===== config.mk =====
export PLATFORM = sky130hd
export DESIGN_NAME = route_computation_flat
export DESIGN_NICKNAME = d
export VERILOG_FILES = /design/src/rtl/params_noc.sv /design/src/rtl/route_computation_if.sv /design/src/rtl/route_compare.sv /design/src/rtl/route_computation.sv /design/src/flat_wrapper.sv
export SDC_FILE = /design/constraint.sdc
export NUM_CORES = 1
export LEC_CHECK = 0
export CAP_MARGIN = 0
export CORE_AREA = 2 2 39 41
export CTS_CLUSTER_SIZE = 10
export DETAILED_ROUTE_END_ITERATION = 8
export DIE_AREA = 0 0 41 43
export HOLD_SLACK_MARGIN = 0.15
export PLACE_DENSITY_LB_ADDON = 0.15
export RECOVER_POWER = 100
export SLEW_MARGIN = 10
export SYNTH_ARGS = -nofsm -noshare
export SYNTH_HDL_FRONTEND = slang
export SYNTH_SLANG_ARGS = --single-unit

===== constraint.sdc =====
create_clock -name clk -period 1 [get_ports clk]
set_input_delay 0.1 -clock clk [delete_from_list [all_inputs] [get_ports clk]]
set_output_delay 0.1 -clock clk [all_outputs]
set_load 0.01 [all_outputs]

===== src/rtl/params_noc.sv =====
// params_noc: shared NoC definitions.
//   inout_Port   - router output port selector (LOCAL, NORTH, SOUTH, WEST, EAST)
//   MESH_X_DEF / MESH_Y_DEF           - default mesh dimensions
//   X_ADDR_W_DEF / Y_ADDR_W_DEF       - default destination field widths
package params_noc;

  typedef enum logic [2:0] {
    LOCAL,
    NORTH,
    SOUTH,
    WEST,
    EAST
  } inout_Port;

  localparam int MESH_X_DEF   = 16;
  localparam int MESH_Y_DEF   = 16;
  localparam int X_ADDR_W_DEF = 4;
  localparam int Y_ADDR_W_DEF = 4;

endpackage


===== src/rtl/route_computation_if.sv =====
// route_computation_if: head-flit destination in, route decision out.
//   x_Dest, y_Dest, valid_i  - destination fields and qualifier (driven by master)
//   port                     - combinational route decision
//   port_q, valid_q, err_q   - registered decision, freshness, out-of-bounds flag
// Modports: master (input unit side), slave (route_computation).
interface route_computation_if
  import params_noc::*;
#(
  parameter int x_Des_Addr_Size = X_ADDR_W_DEF,
  parameter int y_Des_Addr_Size = Y_ADDR_W_DEF
);

  logic [x_Des_Addr_Size-1:0] x_Dest;
  logic [y_Des_Addr_Size-1:0] y_Dest;
  logic                       valid_i;
  inout_Port                  port;
  inout_Port                  port_q;
  logic                       valid_q;
  logic                       err_q;

  modport master (
    output x_Dest, y_Dest, valid_i,
    input  port, port_q, valid_q, err_q
  );

  modport slave (
    input  x_Dest, y_Dest, valid_i,
    output port, port_q, valid_q, err_q
  );

endinterface


===== src/rtl/route_compare.sv =====
// route_compare: pure combinational XY (dimension-ordered) routing decision.
//   x_Dest, y_Dest - destination coordinates (unsigned)
//   port           - WEST/EAST while X differs, else NORTH/SOUTH while Y
//                    differs, else LOCAL. Y grows southward, X eastward.
module route_compare
  import params_noc::*;
#(
  parameter int x_Current       = 0,
  parameter int y_Current       = 0,
  parameter int x_Des_Addr_Size = X_ADDR_W_DEF,
  parameter int y_Des_Addr_Size = Y_ADDR_W_DEF
) (
  input  logic [x_Des_Addr_Size-1:0] x_Dest,
  input  logic [y_Des_Addr_Size-1:0] y_Dest,
  output inout_Port                  port
);

  localparam logic [x_Des_Addr_Size-1:0] X_CUR = x_Des_Addr_Size'(x_Current);
  localparam logic [y_Des_Addr_Size-1:0] Y_CUR = y_Des_Addr_Size'(y_Current);

  always_comb begin
    port = LOCAL;
    if (x_Dest < X_CUR)      port = WEST;
    else if (x_Dest > X_CUR) port = EAST;
    else if (y_Dest < Y_CUR) port = NORTH;
    else if (y_Dest > Y_CUR) port = SOUTH;
    else                     port = LOCAL;
  end

endmodule


===== src/rtl/route_computation.sv =====
// route_computation: XY route computation for one 2D-mesh router input unit.
//   clk, rst - router clock, asynchronous active-high reset
//   rc       - route_computation_if.slave: x_Dest/y_Dest/valid_i in;
//              port (combinational), port_q/valid_q/err_q (registered) out
// Optional feature macro: RC_BOUND_CHECK_EN - flags destinations outside
// MESH_X x MESH_Y on err_q and forces port_q to LOCAL for them.
module route_computation
  import params_noc::*;
#(
  parameter int x_Current       = 0,
  parameter int y_Current       = 0,
  parameter int x_Des_Addr_Size = X_ADDR_W_DEF,
  parameter int y_Des_Addr_Size = Y_ADDR_W_DEF,
  parameter int MESH_X          = MESH_X_DEF,
  parameter int MESH_Y          = MESH_Y_DEF
) (
  input  logic                clk,
  input  logic                rst,
  route_computation_if.slave  rc
);

  // The router must sit inside its own mesh.
  if (x_Current < 0 || x_Current >= MESH_X ||
      y_Current < 0 || y_Current >= MESH_Y) begin : g_bad_coord
    $error("route_computation: router coordinate outside mesh");
  end

  inout_Port route;
  logic      out_of_bounds;

  route_compare #(
    .x_Current       (x_Current),
    .y_Current       (y_Current),
    .x_Des_Addr_Size (x_Des_Addr_Size),
    .y_Des_Addr_Size (y_Des_Addr_Size)
  ) u_route_compare (
    .x_Dest (rc.x_Dest),
    .y_Dest (rc.y_Dest),
    .port   (route)
  );

  assign rc.port = route;

`ifdef RC_BOUND_CHECK_EN
  localparam int unsigned MX = MESH_X;
  localparam int unsigned MY = MESH_Y;

  // Compare in 32 bits so a mesh larger than the field range never wraps.
  assign out_of_bounds = (32'(rc.x_Dest) >= MX) || (32'(rc.y_Dest) >= MY);

  always_ff @(posedge clk or posedge rst) begin
    if (rst)             rc.err_q <= 1'b0;
    else if (rc.valid_i) rc.err_q <= out_of_bounds;
  end
`else
  assign out_of_bounds = 1'b0;
  assign rc.err_q      = 1'b0;
`endif

  always_ff @(posedge clk or posedge rst) begin
    if (rst) begin
      rc.port_q  <= LOCAL;
      rc.valid_q <= 1'b0;
    end else begin
      rc.valid_q <= rc.valid_i;
      if (rc.valid_i) rc.port_q <= out_of_bounds ? LOCAL : route;
    end
  end

endmodule


===== src/flat_wrapper.sv =====
// flat-port wrapper written by rule: the top's interface ports become plain ports
module route_computation_flat import params_noc::*;
#(
  parameter int x_Current       = 0,
  parameter int y_Current       = 0,
  parameter int x_Des_Addr_Size = X_ADDR_W_DEF,
  parameter int y_Des_Addr_Size = Y_ADDR_W_DEF,
  parameter int MESH_X          = MESH_X_DEF,
  parameter int MESH_Y          = MESH_Y_DEF
)
  (clk, rst, rc_x_Dest, rc_y_Dest, rc_valid_i, rc_port, rc_port_q, rc_valid_q, rc_err_q);
  route_computation_if #(.x_Des_Addr_Size(x_Des_Addr_Size), .y_Des_Addr_Size(y_Des_Addr_Size)) rc_i ();
  input  logic clk;
  input  logic rst;
  input wire logic [$bits(rc_i.x_Dest)-1:0] rc_x_Dest;
  input wire logic [$bits(rc_i.y_Dest)-1:0] rc_y_Dest;
  input wire logic [$bits(rc_i.valid_i)-1:0] rc_valid_i;
  output wire logic [$bits(rc_i.port)-1:0] rc_port;
  output wire logic [$bits(rc_i.port_q)-1:0] rc_port_q;
  output wire logic [$bits(rc_i.valid_q)-1:0] rc_valid_q;
  output wire logic [$bits(rc_i.err_q)-1:0] rc_err_q;
  assign rc_i.x_Dest = rc_x_Dest;
  assign rc_i.y_Dest = rc_y_Dest;
  assign rc_i.valid_i = rc_valid_i;
  assign rc_port = rc_i.port;
  assign rc_port_q = rc_i.port_q;
  assign rc_valid_q = rc_i.valid_q;
  assign rc_err_q = rc_i.err_q;
  route_computation #(.x_Current(x_Current), .y_Current(y_Current), .x_Des_Addr_Size(x_Des_Addr_Size), .y_Des_Addr_Size(y_Des_Addr_Size), .MESH_X(MESH_X), .MESH_Y(MESH_Y)) u_core (.clk(clk), .rst(rst), .rc(rc_i));
endmodule

==> results by group, run 1 <==
Critical path
  – CP Class: in2out
  – Crit path launch type: primary input
  – Crit-path max FO: 2
  – Worst Path Arrival: 0.98 ns
  – Worst path required time: 0.90 ns
  – CP endpoint kind: output pin

Clocking
  – H-tree depth: 1
  – CTS tree: built
  – CTS max path bufs: 2
  – Inserted Clock Buffers: 3
  – Clock Tree Root: clkbuf_4
  – Clk_lat worst skew: 0.23 ns
  – # clock sinks: 3
  – Clock slew at reported path FFs: 0.04 ns

Cells and area
  – Nets: 49
  – Design Area, Final: 393 um2
  – Share of layout cells above drive strength 1: 43.2%
  – Final core occ: 28.4%
  – # diodes: 0
  – Fill count: 152
  – Area Growth Syn to Fin: 140%

Power
  – Comb power frac: 18.8%
  – Leakage: 0.205 nW
  – Switching power: 0.0940 mW
  – Int Pwr: 0.326 mW
  – Pwr per Cell Area: 1070 nW/um2
  – Clk pwr share: 50.5%
  – Worst VDD drop: 0.224 mV
  – Share of power burned in registers: 30.7%
  – Switch share: 22.4%
  – Final Total Pwr: 0.420 mW

Floorplan
  – Die Area: 1760 um2
  – Die height: 43 um
  – Core Region: 1380 um2
  – Io pins: 19
  – Initial Utilization: 11.8%
  – Die width: 41 um
  – Row Count: 14

Yosys
  – Post-synth cell types: 10
  – Post-Syn Instances: 15
  – Seq/Total Area, Yosys: 45.8%
  – Mean Syn Cell Area: 10.9 um2
  – Syn. warnings: 0
  – Seq cells post-synth: 3
  – Post-synthesis cell area: 164 um2

Timing
  – Hold Worst Slack: 0.301 ns
  – Fin crit period: 1.08 ns
  – Final setup vio count: 2
  – Final hold vios: 0
  – Final Cycle Share: 108%
  – Worst Slack Setup Final: -0.0766 ns
  – Final Max Slew Viols: 0
  – Achievable clock frequency: 0.929 GHz
  – RSZ-0062 raised after global routing: true
  – Clock Skews: 0 ns

Drt
  – Detailed-router iteration count before antenna repair: 1
  – Routed Antenna Nets: 0
  – First-iteration detailed-routing DRC count: 0
  – Via count: 175
  – Routed len/inst: 8.23 um
  – Drt drc: 0
  – Via-per-instance ratio: 3.30
  – Total wire length: 436 um

Run
  – Max-Cap Viols: 0

Global route
  – First-pass GRT wire length: 655 um
  – Grt ovf: 0
  – Initial antenna violation count: 0
  – Number of global-route vias before repair: 191
  – Largest net degree at the start of global routing: 5
  – GRT Overall Usage: 5.92%

Placed design
  – Gpl congestion: 0.581
  – DP Worst Slack: -0.789 ns
  – Area after DPL: 334 um2
  – I/O Buffers: 15

Run status
  – Status: complete, but fails checks
  – Violated checks: setup timing

Worst hold path
  – Hold Crit Class: in2reg
area by class of cell:
| class | instances | area, um2 | area share (%) |
|---|---|---|---|
| Timing Repair Buffer | 19 | 180 | 45.9 |
| Inverter | 2 | 7.51 | 1.91 |
| Multi-Input combinational cell | 9 | 83.8 | 21.3 |
| Tap cell | 16 | 20.0 | 5.10 |
| Clock buffer | 4 | 26.3 | 6.69 |
| Sequential cell | 3 | 75.1 | 19.1 |
cell usage after synthesis:
cell	n	share of area, %
or4_4	1	6.9
dfrtp_1	3	46
buf_4	3	14
inv_1	2	4.6
nor4_1	1	3.8
nand2b_1	1	3.8
mux2_4	1	9.2
o31ai_2	1	7.6
nor2_1	1	2.3
conb_1	1	2.3
repair_timing:
| action | CTS | global route |
|---|---|---|
| gates resized for setup | 26 | 7 |
| setup endpoints to repair | 7 | 5 |
| pin swaps | 3 | 2 |
| setup buffers | 1 | 0 |
| hold buffers | 1 | 0 |
| endpoints found under the hold margin | 3 | 0 |
cells by family after synthesis:
family | synth area share (%)
other cells | 2.29
flops | 45.8
compound gates | 7.63
mux | 9.16
simple gates | 16.8
buf+inv | 18.3
sequential cells by signal (all words and copies together), names as in the netlist:
signal / count
u_core.rc.valid_q: 1
u_core.rc.port_q: 2
final timing paths:
check                      slack (ns)  depth (start not counted)                 from                   to
min in group asynchronous        0.72                          3                  rst    u_core.rc.valid_q
max reg2reg                      0.25                          1  u_core.rc.port_q[2]  u_core.rc.port_q[2]
min reg2reg                      0.51                          1  u_core.rc.port_q[2]  u_core.rc.port_q[2]
min                              0.30                          4         rc_x_Dest[2]  u_core.rc.port_q[2]
max in group asynchronous        0.15                          3                  rst  u_core.rc.port_q[1]
max                             -0.08                          4         rc_x_Dest[2]           rc_port[1]
routing by layer:
layer	global-route usage (%)	share of wire [%]	vias up	wire (um)
li1	-	-	86	-
met1	4.81	36	73	156
met2	8.75	48	16	208
met3	2.09	16	0	70
met4	8.00	0	0	0
met5	0	0	-	0
critical path, cell delays in order:
cell,delay (ns)
buf_6,0.09
or4_4,0.54
nor2_2,0.12
buf_2,0.13
power by group through the flow:
stage          Sequential (mW)  Clock, mW  Combinational (mW)
6_report                 0.129      0.212              0.0789
5_1_grt                  0.129      0.225              0.0864
4_1_cts                  0.129      0.225              0.0797
3_5_place_dp             0.131          0              0.0809
3_3_place_gp             0.131          0              0.0797
2_1_floorplan            0.133          0              0.0273
metrics by stage:
step                setup TNS (ns)  cells
finish                      -0.148     53
global route                -0.189     53
CTS                         -0.209     53
detailed placement           -2.63     47
global placement             -2.60     47
floorplan                  -0.0551     17
Power figures use the tool's default switching activity.
==> run 2, diff against run 1 <==
--- a/config.mk
+++ b/config.mk
@@ -6,13 +6,15 @@
 export NUM_CORES = 1
 export LEC_CHECK = 0
 export CAP_MARGIN = 0
-export CORE_AREA = 2 2 39 41
+export CORE_AREA = 4 4 41 43
+export CTS_CLUSTER_DIAMETER = 60
 export CTS_CLUSTER_SIZE = 10
 export DETAILED_ROUTE_END_ITERATION = 8
-export DIE_AREA = 0 0 41 43
+export DIE_AREA = 0 0 45 47
 export HOLD_SLACK_MARGIN = 0.15
 export PLACE_DENSITY_LB_ADDON = 0.15
 export RECOVER_POWER = 100
+export SETUP_SLACK_MARGIN = 0.15
 export SLEW_MARGIN = 10
 export SYNTH_ARGS = -nofsm -noshare
 export SYNTH_HDL_FRONTEND = slang
==> results by group, run 2 (synthesized netlist as in run 1, its figures left out) <==
Clocking
  – # clock sinks: 3
  – Clock slew at reported path FFs: 0.04 ns
  – Clock Tree Root: clkbuf_4
  – Inserted Clock Buffers: 3
  – CTS max path bufs: 2
  – Clk_lat worst skew: 0.23 ns
  – H-tree depth: 1
  – CTS tree: built

Floorplan
  – Initial Utilization: 12.6%
  – Die height: 47 um
  – Core Region: 1300 um2
  – Io pins: 19
  – Row Count: 13
  – Die width: 45 um
  – Die Area: 2120 um2

Timing
  – RSZ-0062 raised after global routing: true
  – Achievable clock frequency: 0.939 GHz
  – Final hold vios: 0
  – Final Max Slew Viols: 0
  – Final setup vio count: 2
  – Worst Slack Setup Final: -0.0652 ns
  – Clock Skews: 0 ns
  – Fin crit period: 1.07 ns
  – Final Cycle Share: 107%

Global route
  – Grt ovf: 0
  – Met2 Use GR: 9.60%
  – Largest net degree at the start of global routing: 5
  – First-pass GRT wire length: 752 um
  – Gr busiest metal: met4
  – GRT Overall Usage: 5.85%
  – Initial antenna violation count: 0
  – Met3 GRT Util: 1.15%
  – Met1 Track Usage GR: 3.65%
  – Number of global-route vias before repair: 227

Power
  – Pwr per Cell Area: 1120 nW/um2
  – Leakage: 0.184 nW
  – Worst VDD drop: 0.268 mV

Critical path
  – Top cell by count, worst path: buf_6
  – CP Class: in2out
  – Crit-path max FO: 3
  – CP endpoint kind: output pin
  – Slowest cell on crit path: or4_4
  – Max incr delay on CP: 0.53 ns
  – Critical-path cell list: buf_6 > or4_4 > buf_6 > buf_6
  – Worst path required time: 0.90 ns
  – Crit path launch type: primary input
  – Worst Path Arrival: 0.97 ns

Placed design
  – Gpl congestion: 0.639
  – DP Worst Slack: -0.789 ns
  – Detailed Place HPWL: 411 um
  – I/O Buffers: 15

Drt
  – Routed Antenna Nets: 0
  – Via count: 194
  – Drt drc: 0
  – Via-per-instance ratio: 3.59
  – Total wire length: 515 um
  – Routed len/inst: 9.54 um
  – Detailed-router iteration count before antenna repair: 1
  – First-iteration detailed-routing DRC count: 0

Cells and area
  – Share of layout cells above drive strength 1: 43.6%
  – Area Growth Syn to Fin: 126%
  – # diodes: 0
  – Nets: 51
  – Final core occ: 28.5%
  – Fill count: 154
  – Most frequent cells in the layout: clkbuf_1, buf_6
  – Biggest register: u_core.rc.port_q
  – Top Registers: u_core.rc.port_q (2), u_core.rc.valid_q (1)
  – Max FFs per register: 2

Run status
  – Status: complete, but fails checks
  – Violated checks: setup timing

Run
  – Max-Cap Viols: 0

Worst hold path
  – Hold Crit Class: in2reg
-- run 2: changes by cell type in the layout (fill, tap and decap cells not counted), sizes merged --
cell,before,now
dlymetal6s2s,3,0
clkdlybuf4s15,3,1
clkbuf,4,7
dlygate4sd2,1,3
buf,8,10
-- run 2: final timing paths --
kind	slack, ns	start	endpoint	cells after the start
max	-0.07	rc_x_Dest[2]	rc_port[2]	4
min reg2reg	0.52	u_core.rc.port_q[2]	u_core.rc.port_q[2]	1
max in group asynchronous	0.14	rst	u_core.rc.valid_q	3
max reg2reg	0.25	u_core.rc.port_q[2]	u_core.rc.port_q[2]	1
min in group asynchronous	0.73	rst	u_core.rc.port_q[1]	3
min	0.30	rc_x_Dest[2]	u_core.rc.port_q[2]	4
-- run 2: what timing repair did --
action / 4_1_cts / 5_1_grt
resized for setup: 38 / 2
hold buffers: 1 / 0
pin swaps: 4 / 0
endpoints found under the setup margin: 7 / 7
hold endpoints to repair: 3 / 0
buffers inserted: 2 / 1
gates cloned: 0 / 0
-- run 2: where the power goes --
part           total, mW  switching [mW]  internal, mW
Clock              0.212          0.0623         0.150
Combinational     0.0747          0.0291        0.0456
Sequential         0.129         0.00231         0.127
-- run 2: layer usage --
layer  vias to the layer above  share of wire [%]  wire (um)
li1                         92                  -          -
met1                        80                 32        163
met3                         4                 15         75
met4                         0                7.0         36
met2                        18                 47        240
met5                         -                  0          0
-- run 2: per-stage QoR --
stage / hold WS, ns / setup TNS, ns / area (um2) / cells / power, mW
floorplan: -0.146 / -0.0551 / 171 / 17 / 0.160
global placement: 0.276 / -2.59 / 333 / 46 / 0.211
detailed placement: 0.278 / -2.63 / 333 / 46 / 0.212
CTS: 0.287 / -0.119 / 363 / 53 / 0.431
global route: 0.310 / -0.216 / 370 / 54 / 0.443
finish: 0.298 / -0.112 / 370 / 54 / 0.416
-- run 2: final cells by class --
class,instances,area (um2),share of cell area [%]
Inverter,2,7.51,2.03
Sequential cell,3,75.1,20.3
Tap cell,15,18.8,5.07
Clock buffer,4,26.3,7.09
Multi-Input combinational cell,9,72.6,19.6
Timing Repair Buffer,21,170,45.9
-- run 2: worst max-delay path, delay by kind of cell --
family,cells,cell delay (ns)
and+or+nand+nor,1,0.53
buffers and inverters,3,0.34
